`config.mk`:
```
export PLATFORM = sky130hd
export DESIGN_NAME = mem_access_unit
export DESIGN_NICKNAME = d
export VERILOG_FILES = /design/src/rtl/mem_access_unit.sv
export SDC_FILE = /design/constraint.sdc
export NUM_CORES = 1
export LEC_CHECK = 0
export ABC_CLOCK_PERIOD_IN_PS = 2900
export CELL_PAD_IN_SITES_DETAIL_PLACEMENT = 2
export CELL_PAD_IN_SITES_GLOBAL_PLACEMENT = 2
export CORE_MARGIN = 3
export CORE_UTILIZATION = 28
export CTS_CLUSTER_DIAMETER = 200
export CTS_CLUSTER_SIZE = 14
export DETAILED_ROUTE_END_ITERATION = 8
export PLACE_DENSITY_LB_ADDON = 0.05
export SLEW_MARGIN = 20
export SYNTH_ARGS = -nofsm -noshare
export SYNTH_HDL_FRONTEND = slang
export SYNTH_SLANG_ARGS = --single-unit
```
`constraint.sdc`:
```
create_clock -name clk -period 2.9 [get_ports clk]
set_clock_uncertainty 0.05 [all_clocks]
set_input_delay 0.58 -clock clk [delete_from_list [all_inputs] [get_ports clk]]
set_output_delay 0.58 -clock clk [all_outputs]
set_load 0.05 [all_outputs]
```
`src/rtl/mem_access_unit.sv`:
```
// Load/store request stage: issues word-aligned memory requests and hands raw load words to the mask stage.
// Define MEM_TIMEOUT_EN to add a RESP watchdog and the mem_timeout output.
module mem_access_unit #(
    parameter int TIMEOUT_CYCLES = 255
) (
    input  logic        clk,
    input  logic        rst_n,
    input  logic        issue_valid,
    output logic        issue_ready,
    input  logic [5:0]  opcode,
    input  logic [31:0] addr,
    input  logic [31:0] store_data,
    output logic        mem_req_valid,
    input  logic        mem_req_ready,
    output logic [31:0] mem_addr,
    output logic [3:0]  mem_we,
    output logic [31:0] mem_wdata,
    input  logic        mem_rdata_valid,
    input  logic [31:0] mem_rdata,
    output logic        ld_valid,
    output logic [31:0] ld_data,
    output logic [5:0]  ld_opcode,
    output logic [1:0]  ld_byte_offset,
    output logic        st_done,
    output logic        addr_misaligned,
`ifdef MEM_TIMEOUT_EN
    output logic        mem_timeout,
`endif
    output logic [1:0]  dbg_state
);

    typedef enum logic [1:0] {
        S_IDLE = 2'd0,
        S_REQ  = 2'd1,
        S_RESP = 2'd2
    } state_t;

    localparam logic [5:0] OP_LB  = 6'h20;
    localparam logic [5:0] OP_LH  = 6'h21;
    localparam logic [5:0] OP_LW  = 6'h23;
    localparam logic [5:0] OP_LBU = 6'h24;
    localparam logic [5:0] OP_LHU = 6'h25;
    localparam logic [5:0] OP_SB  = 6'h28;
    localparam logic [5:0] OP_SH  = 6'h29;
    localparam logic [5:0] OP_SW  = 6'h2B;

    state_t      state_q;
    logic        req_valid_q;
    logic [31:0] addr_q;
    logic [3:0]  we_q;
    logic [31:0] wdata_q;
    logic [5:0]  op_q;
    logic [1:0]  off_q;
    logic        store_q;
    logic        ld_valid_q;
    logic [31:0] ld_data_q;
    logic [5:0]  ld_op_q;
    logic [1:0]  ld_off_q;
    logic        st_done_q;
    logic        misal_q;

    logic        is_load_d;
    logic        is_store_d;
    logic        misal_d;
    logic [3:0]  we_d;
    logic [31:0] wdata_d;
    logic [1:0]  off_d;

`ifdef MEM_TIMEOUT_EN
    localparam int CNT_RAW = $clog2(TIMEOUT_CYCLES + 1);
    localparam int CNT_W   = (CNT_RAW < 8) ? 8 : ((CNT_RAW > 16) ? 16 : CNT_RAW);
    localparam logic [CNT_W-1:0] CNT_LAST = CNT_W'(TIMEOUT_CYCLES - 1);
    logic [CNT_W-1:0] cnt_q;
    logic             timeout_q;
    assign mem_timeout = timeout_q;
`else
    logic unused_timeout_param;
    assign unused_timeout_param = (TIMEOUT_CYCLES == 0);
`endif

    // Big-endian lane mapping: byte address 0 lives in bits 31:24 (we[3]).
    always_comb begin
        is_load_d  = 1'b0;
        is_store_d = 1'b0;
        misal_d    = 1'b0;
        we_d       = 4'b0000;
        wdata_d    = store_data;
        off_d      = 2'b00;
        case (opcode)
            OP_LB, OP_LBU: begin
                is_load_d = 1'b1;
                off_d     = addr[1:0];
            end
            OP_LH, OP_LHU: begin
                is_load_d = 1'b1;
                misal_d   = addr[0];
                off_d     = {1'b0, addr[1]};
            end
            OP_LW: begin
                is_load_d = 1'b1;
                misal_d   = |addr[1:0];
            end
            OP_SB: begin
                is_store_d = 1'b1;
                we_d       = 4'b1000 >> addr[1:0];
                wdata_d    = {4{store_data[7:0]}};
            end
            OP_SH: begin
                is_store_d = 1'b1;
                misal_d    = addr[0];
                we_d       = addr[1] ? 4'b0011 : 4'b1100;
                wdata_d    = {2{store_data[15:0]}};
            end
            OP_SW: begin
                is_store_d = 1'b1;
                misal_d    = |addr[1:0];
                we_d       = 4'b1111;
            end
            default: ;
        endcase
    end

    always_ff @(posedge clk or negedge rst_n) begin
        if (!rst_n) begin
            state_q     <= S_IDLE;
            req_valid_q <= 1'b0;
            addr_q      <= '0;
            we_q        <= '0;
            wdata_q     <= '0;
            op_q        <= '0;
            off_q       <= '0;
            store_q     <= 1'b0;
            ld_valid_q  <= 1'b0;
            ld_data_q   <= '0;
            ld_op_q     <= '0;
            ld_off_q    <= '0;
            st_done_q   <= 1'b0;
            misal_q     <= 1'b0;
`ifdef MEM_TIMEOUT_EN
            cnt_q       <= '0;
            timeout_q   <= 1'b0;
`endif
        end else begin
            ld_valid_q <= 1'b0;
            st_done_q  <= 1'b0;
            misal_q    <= 1'b0;
`ifdef MEM_TIMEOUT_EN
            timeout_q  <= 1'b0;
`endif
            case (state_q)
                S_IDLE: begin
                    // Non-memory opcodes fall through both branches and are dropped.
                    if (issue_valid) begin
                        if (misal_d) begin
                            misal_q <= 1'b1;
                        end else if (is_load_d || is_store_d) begin
                            addr_q      <= {addr[31:2], 2'b00};
                            we_q        <= we_d;
                            wdata_q     <= wdata_d;
                            op_q        <= opcode;
                            off_q       <= off_d;
                            store_q     <= is_store_d;
                            req_valid_q <= 1'b1;
                            state_q     <= S_REQ;
                        end
                    end
                end
                S_REQ: begin
                    if (mem_req_ready) begin
                        req_valid_q <= 1'b0;
                        if (store_q) begin
                            st_done_q <= 1'b1;
                            state_q   <= S_IDLE;
                        end else begin
                            state_q <= S_RESP;
`ifdef MEM_TIMEOUT_EN
                            cnt_q   <= '0;
`endif
                        end
                    end
                end
                S_RESP: begin
                    if (mem_rdata_valid) begin
                        ld_valid_q <= 1'b1;
                        ld_data_q  <= mem_rdata;
                        ld_op_q    <= op_q;
                        ld_off_q   <= off_q;
                        state_q    <= S_IDLE;
                    end
`ifdef MEM_TIMEOUT_EN
                    else if (cnt_q == CNT_LAST) begin
                        ld_valid_q <= 1'b1;
                        ld_data_q  <= 32'hDEADBEEF;
                        ld_op_q    <= op_q;
                        ld_off_q   <= off_q;
                        timeout_q  <= 1'b1;
                        state_q    <= S_IDLE;
                    end else begin
                        cnt_q <= cnt_q + 1'b1;
                    end
`endif
                end
                default: state_q <= S_IDLE;
            endcase
        end
    end

    assign issue_ready     = (state_q == S_IDLE);
    assign mem_req_valid   = req_valid_q;
    assign mem_addr        = addr_q;
    assign mem_we          = we_q;
    assign mem_wdata       = wdata_q;
    assign ld_valid        = ld_valid_q;
    assign ld_data         = ld_data_q;
    assign ld_opcode       = ld_op_q;
    assign ld_byte_offset  = ld_off_q;
    assign st_done         = st_done_q;
    assign addr_misaligned = misal_q;
    assign dbg_state       = state_q;

endmodule

```
==> results <==
[cell usage after synthesis (4+ instances only)]
master    instances  area, um2
nor2b_1           4       25.0
mux2_4           10        150
mux2_2           55        619
mux2_1           40        450
buf_6             4       45.0
nand2b_1          4       25.0
nand2_1         123        462
nor2_1           10       37.5
inv_1             4       15.0
buf_2             5       25.0
dfrtp_1         121       3030
clkbuf_1          8       30.0
buf_4             4       30.0
[worst max-delay path, cell delays in order, from the launching register on]
cell and delay [ps]:
dfrtp_1 420, nor2_1 300, clkdlybuf4s50_1 890
[logic make-up after synthesis]
logic type | Yosys count | share of synthesized area, %
AND/OR/NAND/NOR | 152 | 12.7
flip-flops | 121 | 59.3
multiplexers | 105 | 23.9
buffers and inverters | 26 | 2.92
AO/OA/AOI/OAI | 7 | 1.10
other | 1 | 0.0735
[flip-flops by register name, summed over array words and instances (netlist names)]
register,flops
store_q,1
ld_byte_offset,2
mem_addr,30
ld_data,32
dbg_state,2
mem_req_valid,1
mem_wdata,32
mem_we,4
ld_valid,1
addr_misaligned,1
op_q,6
ld_opcode,6
st_done,1
off_q,2
[final cells by class]
cell class	instances	area share, %
multi-input cells	266	23.6
clock buffers	20	5.69
flip-flops and latches	121	36.9
inverters	4	0.183
clock inverters	12	1.71
repair buffers	231	28.4
well taps	225	3.43
[power groups by stage]
stage | clock [mW] | combinational, mW | sequential, mW
floorplan | 0 | 0.472 | 4.23
global placement | 0 | 3.58 | 2.48
detailed placement | 0 | 3.64 | 2.52
CTS | 2.23 | 3.66 | 2.50
global route | 2.32 | 3.77 | 2.56
finish | 2.15 | 3.61 | 2.48
[stage by stage]
stage | hold WS [ps] | utilization, % | total power [mW] | cell area, um2
after floorplan | 234 | - | 4.70 | 5110
after detailed placement | 410 | 43.3 | 6.15 | 7590
after global placement | 393 | 43.3 | 6.06 | 7590
final | 47.5 | 46.8 | 8.24 | 8200
after global routing | 66.6 | 46.8 | 8.65 | 8200
after CTS | 53.8 | 46.8 | 8.39 | 8200
[layer usage]
metal | wire (um) | up-vias
li1 | - | 1820
met1 | 6560 | 1948
met2 | 8100 | 132
met3 | 1360 | 7
met4 | 89 | 0
met5 | 0 | -
[worst paths after layout]
kind | slack [ps] | startpoint | cells past startpoint | to
setup / recovery | 250 | dbg_state[1]$_DFFE_PN0P_ | 2 | issue_ready
hold / removal | 50 | rst_n | 1 | ld_data[5]$_DFFE_PN0P_
setup reg to reg | 810 | dbg_state[1]$_DFFE_PN0P_ | 5 | mem_we[1]$_DFFE_PN0P_
hold reg to reg | 410 | op_q[0]$_DFFE_PN0P_ | 2 | ld_opcode[0]$_DFFE_PN0P_
max in group asynchronous | 1980 | rst_n | 2 | op_q[0]$_DFFE_PN0P_
min in group clk | 410 | op_q[0]$_DFFE_PN0P_ | 2 | ld_opcode[0]$_DFFE_PN0P_
==> results.yml <==
global_routing:
  grt_use_met3_pct: 7.43
  antenna_found_initial: 0
  grt_pass1_wl_um: 25900
  grt_use_total_pct: 16.8
  grt-busiest-layer: "met2"
  grt_pass1_vias: 4588
  globalRoute.totalOverflow: 0
  use_met2_pct: 28.4
  grt_max_degree: 72
  met1_usage_pct: 19.9
sta:
  fin_crit_sh_pct: 91.5
  hold_viol: 0
  setup_ws_ps: 247
  grt_setup_unrepaired: "no"
  tns_ps: 0
  worst_slew_pin_slew_ps: 568
  setup_violations: 0
  final_max_slew_viol_count: 0
  slew_headroom_pct: 62.0
  fmax_mhz: 377
  layout_min_cycle_time_ps: 2650
placed_design:
  place.gp.congestion: 0.744
  hpwl_um: 11800
  dp_cells: 847
  io_buffers: 219
  post-place-ws_ps: 210
clocking:
  cts-root-buf: "clkbuf_16"
  cts_made_buffers: 17
  path_clk_slew_ps: 60
  insertion_delay_ps: 400
  cts-htree-levels: 4
  cts_tree: "done"
  post_cts_resized: 0
  cts_hold_buf: 0
  clock_sinks: 121
  ctsLongestPathBuffers: 2
  postCtsSetupRepairBufs: 0
pwr:
  cellLeakagePower_nw: 3.66
  ir_drop_mv: 0.517
  net-switching-power_mw: 3.45
  intPower_mw: 4.79
  netSwitchingFraction_pct: 41.9
  p_per_area_mw_per_mm2: 1000
  p_seq_share_pct: 30.1
  power_frac_clock_pct: 26.1
  p_comb_share_pct: 43.8
route:
  vias: 3907
  drt_iter0_drc: 100
  wl_per_cell_um: 18.3
  first_pass_iters: 4
  wirelength_um: 16100
  drc: 0
  ant_nets: 0
  viasPerCell: 4.44
floorplan:
  die_area_mm2: 0.0199
  die_h_um: 141
  ios: 222
  start_util_pct: 29.1
  fp.coreArea_mm2: 0.0175
  rows: 48
  die_x_um: 141
setup_path:
  crit_type: "reg2out"
  worst_ep_required_time_ps: 2270
  crit_path_max_fanout: 5
  crit_arrival_ps: 2020
  cp-end-kind: "primary output"
  worstSetupStartpointType: "flop"
synthesis:
  syn_avg_cell_area_um2: 12.4
  synth_edf_count: 0
  ys_types: 33
  synth-seq-cells: 121
  yosysSeqAreaShare_pct: 59.3
  async_reset_ff_share_pct: 100
  synth_top_flop_cell: "dfrtp_1"
  syn_area_mm2: 0.00510
  syn_inst: 412
  yosysWarnings: 0
final_layout:
  most-common-layout-cells: "218 x clkdlybuf4s50_1, 123 x nand2_1, 121 x dfrtp_1"
  nFillCells: 1770
  final_common_cell: "clkdlybuf4s50_1"
  area_growth_syn_to_layout_pct: 60.7
  multi_input_area_mm2: 0.00194
  instances_no_fill: 879
  fin_nets: 748
  regArea_mm2: 0.00303
  drive_gt1_share_pct: 17.6
  diodes: 0
job:
  maxCapViolations: 0
worst_hold_path:
  hold_class: "in2async"
outcome:
  status: "finished clean"
No activity file was read; power rests on OpenSTA's default activity.
==> patch 1 (same settings) <==
The option `MEM_TIMEOUT_EN` is turned on by a define.
--- a/src/rtl/mem_access_unit.sv
+++ b/src/rtl/mem_access_unit.sv
@@ -1,5 +1,7 @@
 // Load/store request stage: issues word-aligned memory requests and hands raw load words to the mask stage.
 // Define MEM_TIMEOUT_EN to add a RESP watchdog and the mem_timeout output.
+`define MEM_TIMEOUT_EN
+
 module mem_access_unit #(
     parameter int TIMEOUT_CYCLES = 255
 ) (
Behaviour (old outputs only; new: mem_timeout): same outputs for any inputs over 4 cycles, from zero or initial values and one cycle with rst_n low; that may be too few to reach the edited logic, so the function may still have changed.
==> patch 1 against the unedited design <==
  * Power up 7.7%
  * Count of clock-buffer cells in the layout stayed put
  * Die area up 9.4%
  * Sequential cell count grew 9
  * Critical path type unchanged
  * Via count up 4.8%
  * Sequential share of layout area rose by 0.50 points
  * Area after synthesis up 9.9%
  * Routed wire length grew 6.3%
  * Register-to-register slack improved by 70 ps
  * Setup slack better by 42 ps
  * Critical endpoint unchanged
  * Cell area rose by 6.0%
==> patch 1: results <==
group,metric,value,unit
run_status,status,"finished, final reports clean",
global_route,grt_pass1_wl,27.2,mm
clock_tree,clk_pin_slew,50,ps
cells_and_area,diodes,0,
drt,drtIter0Drc,53,
drt,via_per_inst,4.60,
cells_and_area,drive_above_1_share,0.253,
place,globalplace.congestion,0.773,
logic_synthesis,synthDistinctLibCells,46,
drt,wirelength,17.1,mm
global_route,grt_pass1_vias,4721,
drt,post_drt_wl_per_cell,19.2,um
place,placed_cell_area,8070,um^2
clock_tree,post_cts_buffers,0,
timing,setup_viol,0,
global_route,antenna_found_initial,1,
power_and_ir_drop,p_leak,3.64,nW
clock_tree,numCtsBuffers,17,
place,dpl.hpwl,12.5,mm
power_and_ir_drop,max-vdd-ir-drop,0.000423,V
place,dp.cells,858,
worst_setup_path,cp.arrival,1980,ps
logic_synthesis,ys_seq_area_frac,0.580,
place,numPortBuffers,220,
global_route,track_usage,0.160,
logic_synthesis,synth_area_per_cell,14.5,um^2
logic_synthesis,yosys-top-cells-area,"dfrtp_1, mux2_2, mux2_4",
timing,worst_slew_pin_slew,829,ps
cells_and_area,layout.nets,721,
logic_synthesis,synth_top_cells_by_count,"dfrtp_1, mux2_2, mux2_4",
logic_synthesis,synth-async-reset-ratio,1.00,
clock_tree,cts.path.max_buffers,2,
global_route,grt_max_degree,70,
cells_and_area,fillers,1939,
worst_setup_path,startpoint,"dbg_state[0]",
worst_setup_path,reg2reg_to,"op_q[2]",
worst_setup_path,path_max_fanout,6,
worst_setup_path,rrSetupSlack,880,ps
[patch 1: cells by family after synthesis]
family,after synthesis,share of synthesized area
flops,130,0.580
mux,113,0.244
compound gates,56,0.0770
simple gates,53,0.0536
buf+inv,30,0.0379
fa+ha+maj,2,0.00446
other cells,1,0.000669
xor+xnor,1,0.00156
[patch 1: layout make-up]
type                            instances  share of cell area
Inverter                                6             0.00259
Timing Repair Buffer                  230               0.266
Clock buffer                           20              0.0537
Clock inverter                         12              0.0179
Tap cell                              265              0.0382
Sequential cell                       130               0.374
Multi-Input combinational cell        227               0.247
[patch 1: worst min-delay path by stage]
| stage | end | slack, ps |
|---|---|---|
| 2_1_floorplan | addr_misaligned | 230 |
| 3_3_place_gp | op_q[5] | 400 |
| 3_5_place_dp | op_q[5] | 420 |
| 4_1_cts | mem_addr[21] | 140 |
| 5_1_grt | mem_addr[21] | 160 |
| 6_report | mem_addr[21] | 120 |
[patch 1: layer usage]
metal  share of wire  vias to the layer above  track usage
met1            0.41                     2080        0.192
met2            0.50                      144        0.265
li1                -                     1853            -
met4           0.014                        2       0.0508
met5         0.00076                        -            0
met3           0.075                       17       0.0622
[patch 1: critical path, cell delays in order, from the launching register on]
cell             delay, ps
dfrtp_1                430
nor2_1                 270
clkdlybuf4s50_1        870
[patch 1: where the power goes]
| group | total (W) | switching [W] | leakage (nW) | internal [W] |
|---|---|---|---|---|
| combinational | 0.00394 | 0.00244 | 1.73 | 0.00149 |
| clock | 0.00224 | 0.000813 | 0.296 | 0.00142 |
| sequential | 0.00270 | 0.000319 | 1.62 | 0.00238 |
[patch 1: metrics by stage]
stage	setup slack, ps	util
after floorplan	247	-
after global placement	387	0.412
after detailed placement	324	0.412
after CTS	244	0.444
after global routing	227	0.444
final	289	0.444
==> patch 2 (config.mk and constraints unchanged) <==
Without the edit above. Reset style: synchronous (`rst_n`), changed in one clocked block.
--- a/src/rtl/mem_access_unit.sv
+++ b/src/rtl/mem_access_unit.sv
@@ -120,7 +120,7 @@
         endcase
     end
 
-    always_ff @(posedge clk or negedge rst_n) begin
+    always_ff @(posedge clk) begin
         if (!rst_n) begin
             state_q     <= S_IDLE;
             req_valid_q <= 1'b0;
Function: differs if rst_n is asserted again (counterexample within 4 cycles, from zero or initial values and one cycle with rst_n low); with rst_n held inactive, the same outputs for 4 cycles.
==> patch 2 against the unedited design <==
  * Routed wire length is 29% higher
  * Synthesized cell count is 39% higher
  * Cell area is 3.3% lower
  * Setup slack improved by 310 ps
  * Area after synthesis fell by 4.6%
  * Non-clock buffer count up 14
  * Sequential cell count unchanged
  * Global-route usage up 5.0 points
  * Critical path type unchanged
  * Largest cell class is now buffers
  * Highest routed layer is now met5
Power is not compared: it rests on default switching activity, and its combinational part moved more than twofold at a synthesized area within 25%.
==> patch 2: results <==
group,metric,value,unit
run_status,status,"finished, final reports clean",
clock_tree,cts.path.max_buffers,2,
logic_synthesis,synthDistinctLibCells,38,
worst_setup_path,path_max_fanout,7,
place,dp_slack,241,ps
drt,via_per_inst,5.16,
clock_tree,clock_latency,420,ps
worst_setup_path,cp_slowest_stage_delay,810,ps
power_and_ir_drop,p_leak,2.64,nW
cells_and_area,diodes,0,
drt,ant_nets,0,
cells_and_area,layout.nets,886,
power_and_ir_drop,max-vdd-ir-drop,0.000437,V
logic_synthesis,synth_top_cells_by_count,"dfxtp_1, a21oi_1, nand2_1",
place,dpl.hpwl,14.5,mm
place,dp.cells,980,
drt,drtIter0Drc,164,
logic_synthesis,yosysWarnings,0,
global_route,grt_pass1_vias,5681,
clock_tree,cts_resized,0,
clock_tree,post_cts_buffers,0,
cells_and_area,stdcell_count,1011,
logic_synthesis,synthCells,572,
logic_synthesis,yosys-top-cells-area,"dfxtp_1, a21oi_1, nand2_1",
logic_synthesis,ys_seq_area_frac,0.498,
clock_tree,clock-root-buffer,"clkbuf_16",
global_route,grt_max_degree,63,
timing,relSlewSlack,0.458,
drt,firstDrtPassIters,4,
clock_tree,numCtsBuffers,17,
place,globalplace.congestion,0.792,
drt,post_drt_wl_per_cell,20.5,um
min_path,holdCritPathClass,"flip-flop to flip-flop",
place,placed_cell_area,7350,um^2
cells_and_area,drive_above_1_share,0.0898,
clock_tree,clk_pin_slew,60,ps
timing,fin_tns_setup,0,ps
logic_synthesis,synth-async-reset-ratio,0,
global_route,antenna_found_initial,2,
place,numPortBuffers,219,
global_route,grt_pass1_wl,31.9,mm
logic_synthesis,yosys_most_used_dff,"dfxtp_1",
worst_setup_path,cp.arrival,1710,ps
worst_setup_path,crit_slowest_cell,"clkdlybuf4s50_1",
global_route,track_usage,0.218,
clock_tree,htreeDepth,4,
power_and_ir_drop,intPower,0.00326,W
-- patch 2: final timing paths --
kind / slack (ps) / to / start / cells past startpoint
worst min-delay path: 410 / ld_data[12] / ld_data[12] / 2
worst max register to register: 940 / mem_wdata[30] / dbg_state[0] / 5
worst min register to register: 410 / ld_data[12] / ld_data[12] / 2
worst max-delay path: 560 / issue_ready / dbg_state[0] / 2
-- patch 2: worst max-delay path: cells and delay by family (launching register included) --
| family | cells | cell delay, ps |
|---|---|---|
| AND/OR/NAND/NOR | 1 | 120 |
| buffers and inverters | 1 | 810 |
| flip-flops | 1 | 370 |
-- patch 2: cell type report --
| type | count | area, um^2 |
|---|---|---|
| inverters | 5 | 20.0 |
| multi-input cells | 389 | 2180 |
| fillers | 1823 | 8890 |
| repair buffers | 245 | 2450 |
| flip-flops and latches | 121 | 2420 |
| clock buffers | 23 | 488 |
| clock inverters | 8 | 93.8 |
| well taps | 220 | 275 |
-- patch 2: logic make-up after synthesis --
group	count (synthesis)	share of synthesized area
AOI/OAI and AO/OA	216	0.260
and+or+nand+nor	155	0.148
DFF	121	0.498
buffers and inverters	63	0.0607
muxes	16	0.0329
other	1	0.000770
-- patch 2: metal layers --
layer	vias up	global-route usage	share of wire
met3	27	0.0796	0.075
met2	158	0.370	0.50
met1	2570	0.258	0.41
li1	2462	-	-
met4	4	0.0620	0.016
met5	-	0	0.0011
-- patch 2: power groups by stage --
stage	Clock [W]	Sequential [W]	Combinational [W]
3_3_place_gp	0	0.00174	0.000486
2_1_floorplan	0	0.00183	0.000134
4_1_cts	0.00216	0.00171	0.000502
5_1_grt	0.00224	0.00171	0.000531
3_5_place_dp	0	0.00174	0.000496
6_report	0.00211	0.00171	0.000499
